--- config.mk ---
export PLATFORM = sky130hd
export DESIGN_NAME = router_src_arb
export DESIGN_NICKNAME = d
export VERILOG_FILES = /design/src/rtl/router_pkg.sv /design/src/rtl/rr_arbiter.sv /design/src/rtl/router_src_arb.sv
export SDC_FILE = /design/constraint.sdc
export NUM_CORES = 1
export LEC_CHECK = 0
export BUFFER_PORTS_ARGS = -buffer_cell sky130_fd_sc_hd__buf_2
export CORE_MARGIN = 2
export CORE_UTILIZATION = 58
export DETAILED_ROUTE_END_ITERATION = 7
export PLACE_DENSITY = 0.85
export SETUP_SLACK_MARGIN = 0.2
export SYNTH_ARGS = -nofsm -noshare
export SYNTH_HDL_FRONTEND = slang
export SYNTH_SLANG_ARGS = --single-unit
--- constraint.sdc ---
create_clock -name clk -period 4.6 [get_ports clk]
set_input_delay 0.92 -clock clk [delete_from_list [all_inputs] [get_ports clk]]
set_output_delay 0.92 -clock clk [all_outputs]
set_load 0.02 [all_outputs]
--- src/rtl/router_pkg.sv ---
// Shared types and constants for the router input arbiter.
// Optional build macro used by router_src_arb: ROUTER_ARB_PARITY_GEN_EN.
package router_pkg;

    typedef struct packed {
        logic [5:0] len;
        logic [1:0] addr;
    } hdr_t;

    localparam logic [1:0] ADDR_INVALID = 2'b11;

    localparam logic [2:0] ST_IDLE = 3'd0;
    localparam logic [2:0] ST_PLD  = 3'd1;
    localparam logic [2:0] ST_PAR  = 3'd2;
    localparam logic [2:0] ST_LAST = 3'd3;
    localparam logic [2:0] ST_DROP = 3'd4;

    typedef enum logic [2:0] {
        S_IDLE = ST_IDLE,
        S_PLD  = ST_PLD,
        S_PAR  = ST_PAR,
        S_LAST = ST_LAST,
        S_DROP = ST_DROP
    } state_t;

endpackage

--- src/rtl/rr_arbiter.sv ---
// Combinational round-robin arbiter: searches upward from i_ptr+1 with wrap,
// returning a one-hot grant and the winning index.
module rr_arbiter #(
    parameter int N = 3,
    parameter int W = 2
) (
    input  logic [N-1:0] i_req,
    input  logic [W-1:0] i_ptr,
    output logic [N-1:0] o_grant,
    output logic [W-1:0] o_idx,
    output logic         o_any
);

    always_comb begin
        o_grant = '0;
        o_idx   = '0;
        o_any   = 1'b0;
        for (int k = 1; k <= N; k++) begin
            if (!o_any && i_req[(int'(i_ptr) + k) % N]) begin
                o_any                            = 1'b1;
                o_grant[(int'(i_ptr) + k) % N]   = 1'b1;
                o_idx                            = W'((int'(i_ptr) + k) % N);
            end
        end
    end

endmodule

--- src/rtl/router_src_arb.sv ---
// Packet-level round-robin arbiter sharing the router input port among NUM_SRC sources.
// Define ROUTER_ARB_PARITY_GEN_EN to generate the parity byte here instead of taking it from the source.
//
// state | meaning
// IDLE  | no packet owned; grant on adv when any source requests
// PLD   | forwarding payload bytes, cnt holds bytes still to send
// PAR   | next accepted slot carries the parity byte
// LAST  | parity is on datain, waiting for the router to take it
// DROP  | swallowing a packet addressed to port 3, one byte per cycle
module router_src_arb
    import router_pkg::*;
#(
    parameter int NUM_SRC = 3,
    parameter int SRC_W   = $clog2(NUM_SRC)
) (
    input  logic                 clk,
    input  logic                 resetn,
    input  logic [NUM_SRC-1:0]   src_req,
    input  logic [8*NUM_SRC-1:0] src_data,
    output logic [NUM_SRC-1:0]   src_ack,
    input  logic                 busy,
    output logic [7:0]           datain,
    output logic                 packet_valid,
    output logic [SRC_W-1:0]     grant_id,
    output logic                 active,
    output logic                 drop_pulse,
    output logic                 done_pulse
);

    localparam logic [NUM_SRC-1:0] ONE_HOT0 = NUM_SRC'(1);

    state_t             r_state, w_state_nxt;
    logic [5:0]         r_cnt, w_cnt_nxt;
    logic [7:0]         r_par, w_par_nxt;
    logic [7:0]         r_datain, w_datain_nxt;
    logic               r_pv, w_pv_nxt;
    logic [SRC_W-1:0]   r_grant, w_grant_nxt;
    logic [SRC_W-1:0]   r_ptr, w_ptr_nxt;
    logic               r_active, w_active_nxt;
    logic               r_drop, w_drop_nxt;
    logic               r_done, w_done_nxt;

    logic               w_adv;
    logic [NUM_SRC-1:0] w_win_grant;
    logic [SRC_W-1:0]   w_win_idx;
    logic               w_win_any;
    logic [SRC_W-1:0]   w_sel;
    logic [7:0]         w_byte;
    hdr_t               w_hdr;
    logic [NUM_SRC-1:0] w_cur_oh;
    logic [NUM_SRC-1:0] w_ack;

    rr_arbiter #(.N(NUM_SRC), .W(SRC_W)) u_rr (
        .i_req   (src_req),
        .i_ptr   (r_ptr),
        .o_grant (w_win_grant),
        .o_idx   (w_win_idx),
        .o_any   (w_win_any)
    );

    assign w_adv    = ~busy;
    assign w_sel    = (r_state == S_IDLE) ? w_win_idx : r_grant;
    assign w_cur_oh = ONE_HOT0 << r_grant;
    assign w_hdr    = w_byte;

    always_comb begin
        w_byte = '0;
        for (int i = 0; i < NUM_SRC; i++) begin
            if (w_sel == SRC_W'(i)) w_byte = src_data[8*i +: 8];
        end
    end

    always_comb begin
        w_state_nxt  = r_state;
        w_cnt_nxt    = r_cnt;
        w_par_nxt    = r_par;
        w_datain_nxt = r_datain;
        w_pv_nxt     = r_pv;
        w_grant_nxt  = r_grant;
        w_ptr_nxt    = r_ptr;
        w_active_nxt = r_active;
        w_drop_nxt   = 1'b0;
        w_done_nxt   = 1'b0;
        w_ack        = '0;
        case (r_state)
            S_IDLE: begin
                if (w_adv && w_win_any) begin
                    w_ack        = w_win_grant;
                    w_grant_nxt  = w_win_idx;
                    w_active_nxt = 1'b1;
                    w_par_nxt    = w_byte;
                    w_cnt_nxt    = w_hdr.len;
                    if (w_hdr.addr == ADDR_INVALID) begin
                        w_state_nxt = S_DROP;
                    end else begin
                        w_datain_nxt = w_byte;
                        w_pv_nxt     = 1'b1;
                        w_state_nxt  = (w_hdr.len == 6'd0) ? S_PAR : S_PLD;
                    end
                end
            end
            S_PLD: begin
                if (w_adv) begin
                    w_ack        = w_cur_oh;
                    w_datain_nxt = w_byte;
                    w_par_nxt    = r_par ^ w_byte;
                    w_cnt_nxt    = r_cnt - 6'd1;
                    if (r_cnt == 6'd1) w_state_nxt = S_PAR;
                end
            end
            S_PAR: begin
                if (w_adv) begin
`ifdef ROUTER_ARB_PARITY_GEN_EN
                    w_datain_nxt = r_par;
`else
                    w_ack        = w_cur_oh;
                    w_datain_nxt = w_byte;
`endif
                    w_pv_nxt     = 1'b0;
                    w_state_nxt  = S_LAST;
                end
            end
            S_LAST: begin
                if (w_adv) begin
                    w_datain_nxt = 8'h00;
                    w_done_nxt   = 1'b1;
                    w_active_nxt = 1'b0;
                    w_ptr_nxt    = r_grant;
                    w_state_nxt  = S_IDLE;
                end
            end
            S_DROP: begin
                // Drop ignores busy: nothing reaches the router, so there is no back-pressure to honour.
`ifdef ROUTER_ARB_PARITY_GEN_EN
                if (r_cnt != 6'd0) w_ack = w_cur_oh;
                if (r_cnt <= 6'd1) begin
`else
                w_ack = w_cur_oh;
                if (r_cnt == 6'd0) begin
`endif
                    w_drop_nxt   = 1'b1;
                    w_active_nxt = 1'b0;
                    w_ptr_nxt    = r_grant;
                    w_state_nxt  = S_IDLE;
                end else begin
                    w_cnt_nxt = r_cnt - 6'd1;
                end
            end
            default: w_state_nxt = S_IDLE;
        endcase
    end

    always_ff @(posedge clk or negedge resetn) begin
        if (!resetn) begin
            r_state  <= S_IDLE;
            r_cnt    <= '0;
            r_par    <= '0;
            r_datain <= '0;
            r_pv     <= 1'b0;
            r_grant  <= '0;
            r_ptr    <= SRC_W'(NUM_SRC - 1);
            r_active <= 1'b0;
            r_drop   <= 1'b0;
            r_done   <= 1'b0;
        end else begin
            r_state  <= w_state_nxt;
            r_cnt    <= w_cnt_nxt;
            r_par    <= w_par_nxt;
            r_datain <= w_datain_nxt;
            r_pv     <= w_pv_nxt;
            r_grant  <= w_grant_nxt;
            r_ptr    <= w_ptr_nxt;
            r_active <= w_active_nxt;
            r_drop   <= w_drop_nxt;
            r_done   <= w_done_nxt;
        end
    end

    assign src_ack      = w_ack;
    assign datain       = r_datain;
    assign packet_valid = r_pv;
    assign grant_id     = r_grant;
    assign active       = r_active;
    assign drop_pulse   = r_drop;
    assign done_pulse   = r_done;

endmodule

==> impl_metrics.ini <==
[cells_and_area]
most-common-layout-cells = buf_2, nand2_1, dfrtp_1, nor2_1, a21oi_1
design.final.nets = 303
finish.cell_count_without_fillers = 312
drive_above_1_share = 0.271
stdcell_area_mm2 = 0.00224
fill_cells = 292
antenna_cells_inserted = 0
finalCoreUtilization = 0.678
areaGrowthSynthToFinish_pct = 12.3
layout_commonest_cell = buf_2

[timing]
timing_worst_slew_pin_value_ps = 558
final_min_period_over_clock_period = 0.819
setup-violations-final = 0
finalHoldViolCount = 0
final-max-slew-violation-count = 0
slew-limit-headroom = 0.628
fin_tns_setup_ps = 0
final.setup_skew_ps = 12.4
unrepaired_setup_endpoints_after_global_routing = false
achievable-frequency_mhz = 265
timing.final.crit_period_ps = 3770

[critical_path]
crit_path_max_fanout = 13
critical_path.reg2reg.startpoint = r_ptr[1]$_DFFE_PN1P_
endpoint_kind = output port
worst-r2r-cell-count = 11
worst_setup_sp_type = register
cp_slowest_stage_delay_ps = 580
worst_r2r_endpoint = datain[0]$_DFFE_PN0P_
reg2reg_setup_slack_ps = 1160
crit_slowest_cell = dfstp_2
cp.arrival_ps = 2850
crit_path_cell_trace = ha_1 > a22o_1 > a211oi_4 > or2_2 > a21oi_1 > and2_1 > o21ai_0 > nand2_1 > buf_2
worst_ep_required_time_ps = 3680
timing.critical_path.to = src_ack[1]
worst-setup-path-type = register to output port
crit_start = r_ptr[1]$_DFFE_PN1P_

[pwr]
total_power_w = 0.00165
p_leak_nw = 1.04
power_density_mw_per_mm2 = 737
peakVddDrop_mv = 0.327

[clocking]
cts_made_buffers = 3
clock_insertion_delay_worst_skew_ps = 350
cts_setup_buffers = 0
clk_root_buffer_cell = clkbuf_4
ctsHoldBuffers = 0
clock_sinks = 25
clock_tree.buffer_depth = 2
worst_setup_hold_path_clk_slew_ps = 160
cts_tree = yes
cts-htree-levels = 1
postCtsResizedCells = 0

[floorplanning]
top_level_i_o_count = 47
core.rowCount = 21
full_die_area_mm2 = 0.00393
starting_utilization_of_the_core_area = 0.603
core-area_mm2 = 0.00331
die_height_um = 62.7
die-width_um = 62.7

[yosys]
ys_async_sr_fraction = 1.00
synth_top_area_frac = 0.301
post_synthesis_net_count = 266
avgSynthCellArea_um2 = 8.68
synth_top_cell_by_area = dfrtp_1
cell_types_with_the_largest_area_share_after_synthesis = dfrtp_1, a21oi_1, nand2_1
seq_area_frac_synth = 0.314
postSynthRegisterBits = 25
postSynthCellCount = 230
synth.yosys.warnings = 0
synth_area_mm2 = 0.00200
ys_dominant_reg_cell = dfrtp_1
edff_count_synth = 0
count_of_cell_types_in_the_netlist = 58

[placed_design]
placedInstanceArea_mm2 = 0.00221
hpwl_um = 3510
dp_cells = 308
placement.io_buffers = 46
gp_congestion = 0.915

[worst_hold_path]
hold_path_class = register to register

[global_route]
grt.total_usage = 0.255
globalRoute.totalOverflow = 0
global_route_wire_length_before_repair_um = 7990
grt_pass1_vias = 1761
initial_antenna_violation_count = 0
grt_max_degree = 26

[route]
drtAntennaViolNets = 0
drt_pre_antenna_iters = 4
detailedRoute.firstIterationViolations = 86
postRouteWirelength_um = 4560
vias_per_cell = 5.87
post_drt_wl_per_cell_um = 14.6
num_vias = 1832
route.detailed.drc = 0

[status]
outcome = finished, final reports clean

[flow_run]
cap_viol_max_count = 0
==> how the worst min path moves through the flow <==
| stage | startpoint | to | slack (ps) | cells after the start |
|---|---|---|---|---|
| 2_1_floorplan | r_cnt[1]$_DFFE_PN0P_ | r_cnt[1]$_DFFE_PN0P_ | 460 | 2 |
| 3_3_place_gp | packet_valid$_DFFE_PN0P_ | packet_valid$_DFFE_PN0P_ | 480 | 2 |
| 3_5_place_dp | datain[2]$_DFFE_PN0P_ | datain[2]$_DFFE_PN0P_ | 480 | 1 |
| 4_1_cts | datain[2]$_DFFE_PN0P_ | datain[2]$_DFFE_PN0P_ | 510 | 1 |
| 5_1_grt | datain[2]$_DFFE_PN0P_ | datain[2]$_DFFE_PN0P_ | 520 | 1 |
| 6_report | datain[2]$_DFFE_PN0P_ | datain[2]$_DFFE_PN0P_ | 510 | 1 |
==> final cells by class <==
class	instances	area (um2)	area share
Multi-Input combinational cell	178	1250	0.555
Sequential cell	25	627	0.279
Timing Repair Buffer	47	238	0.106
Tap cell	46	57.6	0.0257
Inverter	12	45.0	0.0201
Clock buffer	3	22.5	0.0100
Clock inverter	1	7.51	0.00335
==> power breakdown <==
group | internal [W] | leakage (nW) | switching (W) | total, W
registers | 0.000316 | 0.306 | 0.000109 | 0.000425
clock network | 0.0000335 | 0.0139 | 0.0000756 | 0.000109
logic | 0.000463 | 0.722 | 0.000656 | 0.00112
total | 0.000813 | 1.04 | 0.000841 | 0.00165
==> per-stage QoR <==
step,setup slack (ps),hold slack [ps]
after floorplan,1520,465
after global placement,1230,477
after detailed placement,1140,481
after CTS,854,511
after global routing,646,518
final,832,509
==> synthesized netlist by cell type (all sizes together), types with 2 or more instances <==
library cell  count
nand4             3
inv              12
a21o              2
dfrtp            24
buf              10
nor2             23
and2              4
nor3              6
o211ai            2
or3               5
mux2i             8
nor2b             3
a21oi            20
o21ai            10
and3              5
o2111ai           2
a31oi             2
or2               3
o22a              5
nand2b            3
clkbuf            5
o221ai            2
ha                6
o22ai             4
a211oi            3
nand2            24
o21bai            3
nand3             2
o2bb2ai          10
mux2              4
==> worst max-delay path: cells and delay by family (launching register included) <==
| family | cells | cell delay, ps |
|---|---|---|
| AO/OA/AOI/OAI | 4 | 680 |
| AND/OR/NAND/NOR | 3 | 630 |
| flip-flops | 1 | 580 |
| adder cells (fa/ha/maj) | 1 | 460 |
| buffers and inverters | 1 | 150 |
==> cells by family after synthesis <==
group / Yosys count / synth area share
AO/OA/AOI/OAI: 70 / 0.278
XOR/XNOR: 2 / 0.00877
adder cells (fa/ha/maj): 6 / 0.0376
buffers and inverters: 27 / 0.0620
flip-flops: 25 / 0.314
multiplexers: 12 / 0.0702
AND/OR/NAND/NOR: 88 / 0.229
==> layer usage <==
metal / up-vias / global-route usage / wire [um]
met1: 860 / 0.328 / 2010
met3: 9 / 0.0252 / 208
met4: 0 / 0.106 / 89
li1: 901 / - / -
met2: 62 / 0.437 / 2250
met5: - / 0 / 0
==> sequential cells by signal, indices dropped and copies added (netlist names) <==
name	count
r_ptr	2
drop_pulse	1
active	1
done_pulse	1
r_cnt	6
packet_valid	1
datain	8
r_state	3
grant_id	2
Note: power is estimated with default switching activity, not from simulation.
